<file path="src/rtl/reaction_pkg.sv">
// Shared definitions for the reaction-timer datapath: FSM state encoding,
// LFSR constants and the default timing values used by the sibling blocks.
package reaction_pkg;

  typedef enum logic [2:0] {
    ST_IDLE    = 3'd0,
    ST_WAIT    = 3'd1,
    ST_MEASURE = 3'd2,
    ST_CONVERT = 3'd3,
    ST_SHOW    = 3'd4,
    ST_CHEAT   = 3'd5
  } state_e;

  // 16-bit Galois LFSR, x^16 + x^14 + x^13 + x^11, right-shifting form.
  localparam logic [15:0] LFSR_SEED = 16'hACE1;
  localparam logic [15:0] LFSR_TAPS = 16'hB400;

  localparam int MS_DIV_DEFAULT     = 50000;
  localparam int TIMEOUT_MS_DEFAULT = 1000;

  function automatic logic [15:0] lfsr_step(input logic [15:0] v);
    return {1'b0, v[15:1]} ^ (v[0] ? LFSR_TAPS : 16'h0000);
  endfunction

endpackage

</file>
<file path="src/rtl/reaction_test_ctrl_ms_tick_gen.sv">
// Millisecond prescaler: counts 0..DIV-1 and flags the last count; a
// synchronous clear restarts the count so the next ms is full length.
module ms_tick_gen
  import reaction_pkg::*;
#(
  parameter int DIV = MS_DIV_DEFAULT
) (
  input  logic clk,
  input  logic reset,
  input  logic clr,
  output logic tick
);

  localparam int CNT_W = (DIV > 1) ? $clog2(DIV) : 1;

  logic [CNT_W-1:0] cnt_q;
  logic [CNT_W-1:0] cnt_d;

  assign tick = (cnt_q == CNT_W'(DIV - 1));

  always_comb begin
    cnt_d = cnt_q + CNT_W'(1);
    if (clr || tick) begin
      cnt_d = '0;
    end
  end

  always_ff @(posedge clk or negedge reset) begin
    if (!reset) begin
      cnt_q <= '0;
    end else begin
      cnt_q <= cnt_d;
    end
  end

endmodule

</file>
<file path="src/rtl/reaction_test_ctrl.sv">
// Reaction-timer trial sequencer: random wait, LED, ms measurement, BCD handoff.
// Optional `define BEST_TIME_EN adds a best_ms output tracking the fastest valid trial.
module reaction_test_ctrl
  import reaction_pkg::*;
#(
  parameter int MS_DIV         = MS_DIV_DEFAULT,
  parameter int MIN_WAIT_MS    = 2000,
  parameter int WAIT_RAND_BITS = 12,
  parameter int TIMEOUT_MS     = TIMEOUT_MS_DEFAULT,
  parameter int BIN_W          = 14
) (
  input  logic             clk,
  input  logic             reset,
  input  logic             start,
  input  logic             stop,
  input  logic             clear,
  output logic             led,
  output logic [BIN_W-1:0] bin,
  output logic             conv_start,
  input  logic             conv_done,
  output logic             result_valid,
  output logic             cheat,
  output logic             timeout,
  output logic [2:0]       state
`ifdef BEST_TIME_EN
  ,
  output logic [BIN_W-1:0] best_ms
`endif
);

  localparam int WAIT_MAX = MIN_WAIT_MS + (1 << WAIT_RAND_BITS) - 1;
  localparam int WAIT_W   = $clog2(WAIT_MAX + 1);
  localparam int MS_W     = $clog2(TIMEOUT_MS);

  state_e             state_q, state_d;
  logic [15:0]        lfsr_q, lfsr_d;
  logic [WAIT_W-1:0]  wait_target_q, wait_target_d;
  logic [WAIT_W-1:0]  wait_cnt_q, wait_cnt_d;
  logic [MS_W-1:0]    ms_cnt_q, ms_cnt_d;
  logic               led_q, led_d;
  logic [BIN_W-1:0]   bin_q, bin_d;
  logic               conv_start_q, conv_start_d;
  logic               result_valid_q, result_valid_d;
  logic               cheat_q, cheat_d;
  logic               timeout_q, timeout_d;

  logic               ms_tick;
  logic               tick_clr;

  ms_tick_gen #(
    .DIV (MS_DIV)
  ) u_ms_tick (
    .clk   (clk),
    .reset (reset),
    .clr   (tick_clr),
    .tick  (ms_tick)
  );

  assign lfsr_d = lfsr_step(lfsr_q);

  // Restart the prescaler whenever a timed phase begins.
  assign tick_clr = ((state_d == ST_WAIT)    && (state_q != ST_WAIT)) ||
                    ((state_d == ST_MEASURE) && (state_q != ST_MEASURE));

  always_comb begin
    state_d        = state_q;
    wait_target_d  = wait_target_q;
    wait_cnt_d     = wait_cnt_q;
    ms_cnt_d       = ms_cnt_q;
    led_d          = led_q;
    bin_d          = bin_q;
    conv_start_d   = 1'b0;
    result_valid_d = result_valid_q;
    cheat_d        = cheat_q;
    timeout_d      = timeout_q;

    if (clear) begin
      state_d        = ST_IDLE;
      led_d          = 1'b0;
      result_valid_d = 1'b0;
      cheat_d        = 1'b0;
      timeout_d      = 1'b0;
    end else begin
      case (state_q)
        ST_IDLE, ST_SHOW: begin
          if (start && !stop) begin
            state_d        = ST_WAIT;
            wait_target_d  = WAIT_W'(MIN_WAIT_MS) + WAIT_W'(lfsr_q[WAIT_RAND_BITS-1:0]);
            wait_cnt_d     = '0;
            result_valid_d = 1'b0;
            cheat_d        = 1'b0;
            timeout_d      = 1'b0;
          end
        end

        ST_WAIT: begin
          if (stop) begin
            state_d = ST_CHEAT;
            cheat_d = 1'b1;
          end else if (ms_tick) begin
            if (wait_cnt_q == wait_target_q - WAIT_W'(1)) begin
              state_d  = ST_MEASURE;
              ms_cnt_d = '0;
              led_d    = 1'b1;
            end else begin
              wait_cnt_d = wait_cnt_q + WAIT_W'(1);
            end
          end
        end

        ST_MEASURE: begin
          // A stop coinciding with the final tick reports the count it saw.
          if (stop) begin
            state_d      = ST_CONVERT;
            bin_d        = BIN_W'(ms_cnt_q);
            led_d        = 1'b0;
            conv_start_d = 1'b1;
          end else if (ms_tick) begin
            if (ms_cnt_q == MS_W'(TIMEOUT_MS - 1)) begin
              state_d      = ST_CONVERT;
              bin_d        = BIN_W'(TIMEOUT_MS);
              timeout_d    = 1'b1;
              led_d        = 1'b0;
              conv_start_d = 1'b1;
            end else begin
              ms_cnt_d = ms_cnt_q + MS_W'(1);
            end
          end
        end

        ST_CONVERT: begin
          led_d = 1'b0;
          if (conv_done) begin
            state_d        = ST_SHOW;
            result_valid_d = 1'b1;
          end
        end

        ST_CHEAT: begin
          state_d = ST_CHEAT;
        end

        default: begin
          state_d = ST_IDLE;
          led_d   = 1'b0;
        end
      endcase
    end
  end

  always_ff @(posedge clk or negedge reset) begin
    if (!reset) begin
      state_q        <= ST_IDLE;
      lfsr_q         <= LFSR_SEED;
      wait_target_q  <= '0;
      wait_cnt_q     <= '0;
      ms_cnt_q       <= '0;
      led_q          <= 1'b0;
      bin_q          <= '0;
      conv_start_q   <= 1'b0;
      result_valid_q <= 1'b0;
      cheat_q        <= 1'b0;
      timeout_q      <= 1'b0;
    end else begin
      state_q        <= state_d;
      lfsr_q         <= lfsr_d;
      wait_target_q  <= wait_target_d;
      wait_cnt_q     <= wait_cnt_d;
      ms_cnt_q       <= ms_cnt_d;
      led_q          <= led_d;
      bin_q          <= bin_d;
      conv_start_q   <= conv_start_d;
      result_valid_q <= result_valid_d;
      cheat_q        <= cheat_d;
      timeout_q      <= timeout_d;
    end
  end

  assign state        = state_q;
  assign led          = led_q;
  assign bin          = bin_q;
  assign conv_start   = conv_start_q;
  assign result_valid = result_valid_q;
  assign cheat        = cheat_q;
  assign timeout      = timeout_q;

`ifdef BEST_TIME_EN
  logic [BIN_W-1:0] best_q, best_d;

  // Survives clear; only reset returns it to the "no result yet" value.
  always_comb begin
    best_d = best_q;
    if ((state_d == ST_SHOW) && (state_q != ST_SHOW) && !timeout_q && (bin_q < best_q)) begin
      best_d = bin_q;
    end
  end

  always_ff @(posedge clk or negedge reset) begin
    if (!reset) begin
      best_q <= '1;
    end else begin
      best_q <= best_d;
    end
  end

  assign best_ms = best_q;
`endif

endmodule

</file>
<file path="config.mk">
export PLATFORM = sky130hd
export DESIGN_NAME = reaction_test_ctrl
export DESIGN_NICKNAME = d
export VERILOG_FILES = /design/src/rtl/reaction_pkg.sv /design/src/rtl/reaction_test_ctrl_ms_tick_gen.sv /design/src/rtl/reaction_test_ctrl.sv
export SDC_FILE = /design/constraint.sdc
export NUM_CORES = 1
export LEC_CHECK = 0
export ABC_AREA = 1
export ABC_CLOCK_PERIOD_IN_PS = 6100
export CORE_ASPECT_RATIO = 2
export CORE_MARGIN = 1
export CORE_UTILIZATION = 40
export DETAILED_ROUTE_END_ITERATION = 6
export SYNTH_ARGS = -nofsm -noshare
export SYNTH_HDL_FRONTEND = slang
export SYNTH_SLANG_ARGS = --single-unit
</file>
<file path="constraint.sdc">
create_clock -name clk -period 6.1 [get_ports clk]
set_clock_uncertainty 0.1 [all_clocks]
set_input_delay 1.525 -clock clk [delete_from_list [all_inputs] [get_ports clk]]
set_output_delay 1.525 -clock clk [all_outputs]
set_load 0.02 [all_outputs]
</file>
==> results of run 1 <==
kinds of logic (layout without fill, tap and decap cells):
group,count (synthesis),in the layout
adder cells (fa/ha/maj),5,5
AND/OR/NAND/NOR,304,304
other,1,4
AO/OA/AOI/OAI,68,68
flip-flops,86,86
buffers and inverters,92,116
XOR/XNOR,46,46
through the flow:
stage,power (µW),setup WS (ns),area [µm²]
4_1_cts,1530,2.82,5610
5_1_grt,1590,2.64,5610
6_report,1510,2.79,5610
2_1_floorplan,867,3.26,5000
3_3_place_gp,930,2.53,5300
3_5_place_dp,939,2.45,5300
placed cells by master (no fill, tap or decap), types with 13 or more instances in the layout:
cell type        instances
xor2_1                  34
o21ai_0                 23
nand3_1                 39
dfrtp_1                 78
nand4_1                 13
or2_2                   15
nor3_1                  14
clkdlybuf4s50_1         22
inv_1                   71
nor2_1                  55
nand2_1                121
nor2_4                  15
registers in the layout, indices dropped and copies added (netlist names):
name,flops
bin,10
cheat,1
conv_start,1
led,1
lfsr_q,16
ms_cnt_q,10
result_valid,1
state,3
timeout,1
u_ms_tick.cnt_q,16
wait_cnt_q,13
wait_target_q,13
metal layers:
layer  vias to the layer above  share of wire  wire length [µm]
met5                         -              0                 0
met4                         0          0.039               444
met3                        25          0.027               302
met2                        67           0.56              6380
met1                      1869           0.37              4230
li1                       1960              -                 -
path summary, 6_finish.rpt:
| check | slack [ns] | endpoint | start |
|---|---|---|---|
| max | 2.79 | ms_cnt_q[9] | clear |
| min reg2reg | 0.24 | lfsr_q[11] | lfsr_q[12] |
| max reg2reg | 3.31 | bin[2] | state[2] |
| min in group asynchronous | 0.97 | lfsr_q[1] | reset |
| max in group asynchronous | 3.81 | bin[8] | reset |
| min | 0.24 | lfsr_q[11] | lfsr_q[12] |
cell usage after synthesis, drive strengths merged, types with 2 or more instances:
library cell  count  area (µm²)
inv              76         285
a31oi             2        12.5
nor2             77         419
a21oi             6        30.0
nor4              3        18.8
ha                5        62.6
nand2           135         566
xor2             34         298
dfstp             8         210
a211oi            2        20.0
nand3            41         223
and3              2        12.5
dfrtp            78        1950
a2bb2oi           4        35.0
o22ai             2        12.5
xnor2            12         105
clkbuf            7        27.5
nor3             15        80.1
nand4            13        81.3
o22a              2        17.5
or2              15        93.8
o21ai            47         280
buf               9         100
layout make-up:
type / instances / area [µm²]
Fill cell: 1226 / 6520
Multi-Input combinational cell: 427 / 2430
Sequential cell: 86 / 2160
Inverter: 76 / 285
Timing Repair Buffer: 24 / 235
Clock buffer: 9 / 225
Tap cell: 147 / 184
Clock inverter: 7 / 87.6
power by group:
part	total (µW)	switching [µW]	internal [µW]
combinational	271	172	99.1
sequential	655	47.8	608
clock	580	252	328
total	1510	471	1040
==> metrics.md, run 1 <==
| Metric | Value |
|---|---|
| Status | finished clean |
| Final Net Count | between 600 and 700 |
| TritonCTS clock tree | done |
| Met1 Use GR | 0.203 |
| Via/cell ratio | around 5.1 |
| Pwr dens | 269 nW/µm² |
| H-tree depth | 3 |
| I/O Pins | 28 |
| Placed cell count | 760 |
| Drt first pass iters | 4 |
| Die Area | around 13000 µm² |
| Die X | between 80 and 90 µm |
| Yosys warning count | 0 |
| Worst hold path type | flip-flop to flip-flop |
| Synthesized instance count | 602 |
| Initial antenna violation count | 0 |
| GR Overflow Total | 0 |
| Worst hold stages | 0 |
| # rows | 57 |
| Mean area per synthesized cell | 8.29 µm² |
| Synth Area in Adders | 0.0125 |
| Crit Path Class | primary input to flip-flop |
| Final wirelength | 11.3 mm |
| Cell area after synthesis | around 5000 µm² |
| Netlist cell types | 45 |
| Final Hold Fails | 0 |
| Largest net degree at the start of global routing | between 60 and 70 |
| WP buf/inv | 1 |
| Clock Latency Late Sink | ~0.35 ns |
| CP Depth | 7 |
| Worst Path Required | ~6.2 ns |
| Crit-path slowest cell | clkdlybuf4s50_1 |
| Worst IR drop on VDD | 0.182 mV |
| Max Slew Vio Count | 0 |
| Area growth, synth to finish | 12.3% |
| Vias after detailed routing | about 4000 |
| Worst Path Arrival | around 3.4 ns |
| Post_cts resized | 0 |
| Diode count | 0 |
| GPL Wtd Cong | 0.827 |
| Crit. End Element | flip-flop |
| Drt drc | 0 |
| Crit-path most repeated cell | nand2_1 |
| Synth Flop Type | dfrtp_1 |
| Routed len/inst | 14.6 µm |
| Number of synthesized register bits | 86 |
| Dpl hpwl | 8.64 mm |
| Post-synth EDFFs | 0 |
| Measured slew at the worst slew-check pin | about 1.0 ns |
| Post-synthesis mux area share | 0 |
| CP delay by family, top | simple AND/OR/NAND/NOR gates |
| Vias in the first global route | 4146 |
| Final setup vio count | 0 |
| Critical path fanouts, max | 20 |
| Setup TNS | 0 ns |
| Layout cells sized above 1 | 0.156 |
| Crit-path cells | clkdlybuf4s50_1 -> a21oi_1 -> nand2_1 -> a211oi_2 -> nand2_1 -> nand2_1 -> o21ai_1 |
| GR Layer Usage met2 | 0.360 |
| PortBufs | 23 |
| Initial Util | 0.412 |
| Met3 Usage GRT | 0.0337 |
| Post-synthesis compound-gate area fraction | 0.0865 |
| Post-synthesis xor/xnor area fraction | 0.0807 |
| CTS Buf Count | 9 |
| Combinational family with the most area after synthesis | simple AND/OR/NAND/NOR gates |
| Worst reg2reg path depth | 8 |
| Tcrit/Tclk final | 0.543 |
| CP startpoint kind | primary input |
| Post-route insts no fill | about 780 |
| Clock sinks | 86 |
| Remaining antenna violation count | 0 |
| Grt peak-use layer | met2 |
| Post-CTS Setup Inserts | 0 |
| Initial drt markers | between 150 and 200 |
| Final min period | around 3.3 ns |
| Core area | ~12000 µm² |
| RSZ-0062 raised after global routing | false |
| Post-synth ARST share | 1.00 |
| Post-CTS Hold Fix Bufs | 0 |
| CTS Buffer Depth | 2 |
| Sequential share of the synthesized area | 0.433 |
| Worst path max stage delay | between 0.5 and 0.6 ns |
| Synth Area in Simple Gates | 0.304 |
| Global-route wire length before repair | slightly below 20 mm |
| CTS Root Cell | clkbuf_16 |
| Leak | around 0.0024 µW |
| Slew margin rel. | 0.322 |
| DIE HEIGHT | about 160 µm |
| Max-Cap Viols | 0 |
| Finished Core Util | 0.463 |
| GR Util All Layers | 0.197 |
| WHS | ~0.24 ns |
| Fmax | about 300 MHz |
| Reg clk slew, reported paths | 0.07 ns |
Note: power is estimated with default switching activity, not from simulation.
==> run 2: changes to the inputs <==
--- a/config.mk
+++ b/config.mk
@@ -6,7 +6,7 @@
 export NUM_CORES = 1
 export LEC_CHECK = 0
 export ABC_AREA = 1
-export ABC_CLOCK_PERIOD_IN_PS = 6100
+export ABC_CLOCK_PERIOD_IN_PS = 3300
 export CORE_ASPECT_RATIO = 2
 export CORE_MARGIN = 1
 export CORE_UTILIZATION = 40
==> constraint.sdc (replaced) <==
create_clock -name clk -period 3.3 [get_ports clk]
set_clock_uncertainty 0.1 [all_clocks]
set_input_delay 0.825 -clock clk [delete_from_list [all_inputs] [get_ports clk]]
set_output_delay 0.825 -clock clk [all_outputs]
set_load 0.02 [all_outputs]
==> run 2 against run 1 <==
Power rose by 78%. Cell area rose by 0.16%. Clock power rose by 66%. Register-to-register slack lost 2.7 ns. Critical path depth increased by 8. Flip-flop and latch count stayed put. Non-clock buffer count is 5 higher. Via count rose by 0.28%. Global-route usage about the same. Final cell count is 0.64% higher. Hold slack improved by 0.0081 ns. Largest cell class unchanged. Largest power group unchanged.
==> metrics.md, run 2 (synthesis results as in run 1) <==
| Metric | Value |
|---|---|
| Area growth, synth to finish | 12.5% |
| PortBufs | 23 (unchanged) |
| GPL Wtd Cong | 0.886 (+7.1%) |
| Fill count | 1233 (+0.57%) |
| # rows | 57 (unchanged) |
| Place WS | 0.497 ns (-1.96 ns) |
| Worst IR drop on VDD | 0.365 mV (+100%) |
| Final min period | 2.68 ns |
| Initial Util | 0.412 (unchanged) |
| GR Overflow Total | 0 (unchanged) |
| Combinational power share | 0.189 (+0.009) |
| Clock Latency Late Sink | 0.34 ns (about the same) |
| I/O Pins | 28 (unchanged) |
| Via/cell ratio | 5.03 (-0.36%) |
| Initial antenna violation count | 0 (unchanged) |
| Measured slew at the worst slew-check pin | 0.630 ns (-0.382 ns) |
| Slew margin rel. | 0.579 (+0.257) |
| Leak | 0.00243 µW (about the same) |
| Core area | 12100 µm² (unchanged) |
| Sw Share | 0.314 (+0.00171) |
| Final Net Count | 640 (+0.79%) |
| Most frequent cells in the layout | nand2_1, dfrtp_1, inv_1 |
| Pwr Total | 2690 µW (+78%) |
| Global-route wire length before repair | 19.5 mm (+1.0%) |
| Initial drt markers | 173 (-3.9%) |
| Clock Power Share | 0.359 (-0.026) |
| Drt first pass iters | 4 (unchanged) |
| Worst setup margin | 0.617 ns (-2.17 ns) |
| Critical path fanouts, max | 20 (unchanged) |
| Dpl hpwl | 8.69 mm (+0.58%) |
| Post_cts resized | 0 (unchanged) |
| Final Hold Fails | 0 (unchanged) |
| Worst Path Arrival | 2.78 ns (-0.63 ns) |
| Die X | 81.0 µm (unchanged) |
| Most common cell after layout, fill and taps aside | nand2_1 |
| Status | finished clean |
| Largest registers | lfsr_q x16, u_ms_tick.cnt_q x16 |
| Seq pwr share | 0.452 (+0.017) |
| Worst Path Required | 3.39 ns (-2.81 ns) |
| Routed len/inst | 14.7 µm (+0.59%) |
| Reg clk slew, reported paths | 0.07 ns (about the same) |
| TritonCTS clock tree | done |
| Max Slew Vio Count | 0 (unchanged) |
| Final setup vio count | 0 (unchanged) |
| CTS Buf Count | 9 (unchanged) |
| Largest net degree at the start of global routing | 43 (-32%) |
| Vias after detailed routing | 3932 (+0.28%) |
| RSZ-0062 raised after global routing | false |
| CTS Root Cell | clkbuf_16 |
| Die Area | 13000 µm² (unchanged) |
| Setup TNS | 0 ns (unchanged) |
| Fmax | 373 MHz |
| Clock sinks | 86 (unchanged) |
| Vias in the first global route | 4207 (+1.5%) |
| CP startpoint kind | flip-flop |
| Final wirelength | 11.5 mm (+1.2%) |
| Worst hold path type | flip-flop to flip-flop |
| DIE HEIGHT | 160 µm (unchanged) |
| Internal | 1840 µW (+78%) |
| Net switching power | 845 µW (+79%) |
| Placed cell count | 765 (+0.66%) |
| Tcrit/Tclk final | 0.813 |
| Post-route insts no fill | 781 (+0.64%) |
| Remaining antenna violation count | 0 (unchanged) |
| H-tree depth | 3 (unchanged) |
| Drt drc | 0 (unchanged) |
| Pwr dens | 478 nW/µm² (+78%) |
| GR Util All Layers | 0.197 (-0.000395) |
| Max-Cap Viols | 0 (unchanged) |
| Post-CTS Hold Fix Bufs | 0 (unchanged) |
| Post-CTS Setup Inserts | 0 (unchanged) |
| CTS Buffer Depth | 2 (unchanged) |
| Diode count | 0 (unchanged) |
| Crit. End Element | flip-flop |
| Crit Path Class | flip-flop to flip-flop |
| Layout cells sized above 1 | 0.162 (+0.00666) |
| Worst reg2reg setup slack | 0.62 ns (-2.69 ns) |
## run 2: layout make-up
cell class | count | area [µm²] | area share
clock buffer | 10 | 239 | 0.0425
timing repair buffer | 29 | 273 | 0.0486
multi-input combinational | 427 | 2430 | 0.432
inverter | 76 | 285 | 0.0508
sequential | 86 | 2160 | 0.385
tap | 147 | 184 | 0.0327
clock inverter | 6 | 45.0 | 0.00802
## run 2: stage by stage
stage / cell area [µm²] / hold slack (ns) / utilization
detailed placement: 5330 / 0.238 / 0.440
finish: 5620 / 0.253 / 0.463
floorplan: 5000 / 0.233 / -
global placement: 5330 / 0.237 / 0.440
CTS: 5620 / 0.254 / 0.463
global route: 5620 / 0.263 / 0.463
## run 2: worst paths after layout
check / startpoint / cells past startpoint / to
max in group asynchronous: reset / 2 / lfsr_q[15]
min in group asynchronous: reset / 1 / wait_target_q[4]
setup / recovery: wait_target_q[0] / 15 / ms_cnt_q[9]
hold reg to reg: lfsr_q[12] / 0 / lfsr_q[11]
hold / removal: lfsr_q[12] / 0 / lfsr_q[11]
setup reg to reg: wait_target_q[0] / 15 / ms_cnt_q[9]
## run 2: per-layer routing
layer	global-route usage	up-vias	share of wire
li1	-	1965	-
met1	0.201	1871	0.37
met2	0.368	67	0.56
met3	0.0309	29	0.027
met4	0.0982	0	0.042
met5	0	-	0
## run 2: critical path, cell delays in order, from the launching register on
cell     delay, ns
dfrtp_1       0.40
inv_1         0.13
ha_1          0.22
nand2_1       0.12
nor2_2        0.19
nand2_1       0.10
nand2_1       0.07
nand3_1       0.06
nand2_1       0.14
nand3_1       0.11
nor2_2        0.12
nand2_2       0.06
nand2_4       0.09
nand2_1       0.38
nand2_1       0.17
o21ai_1       0.08
## run 2: power groups by stage
stage	Sequential (µW)	Combinational, µW	Clock, µW
global route	1230	574	1040
detailed placement	1240	507	0
floorplan	1220	384	0
global placement	1230	495	0
finish	1220	508	964
CTS	1220	511	992
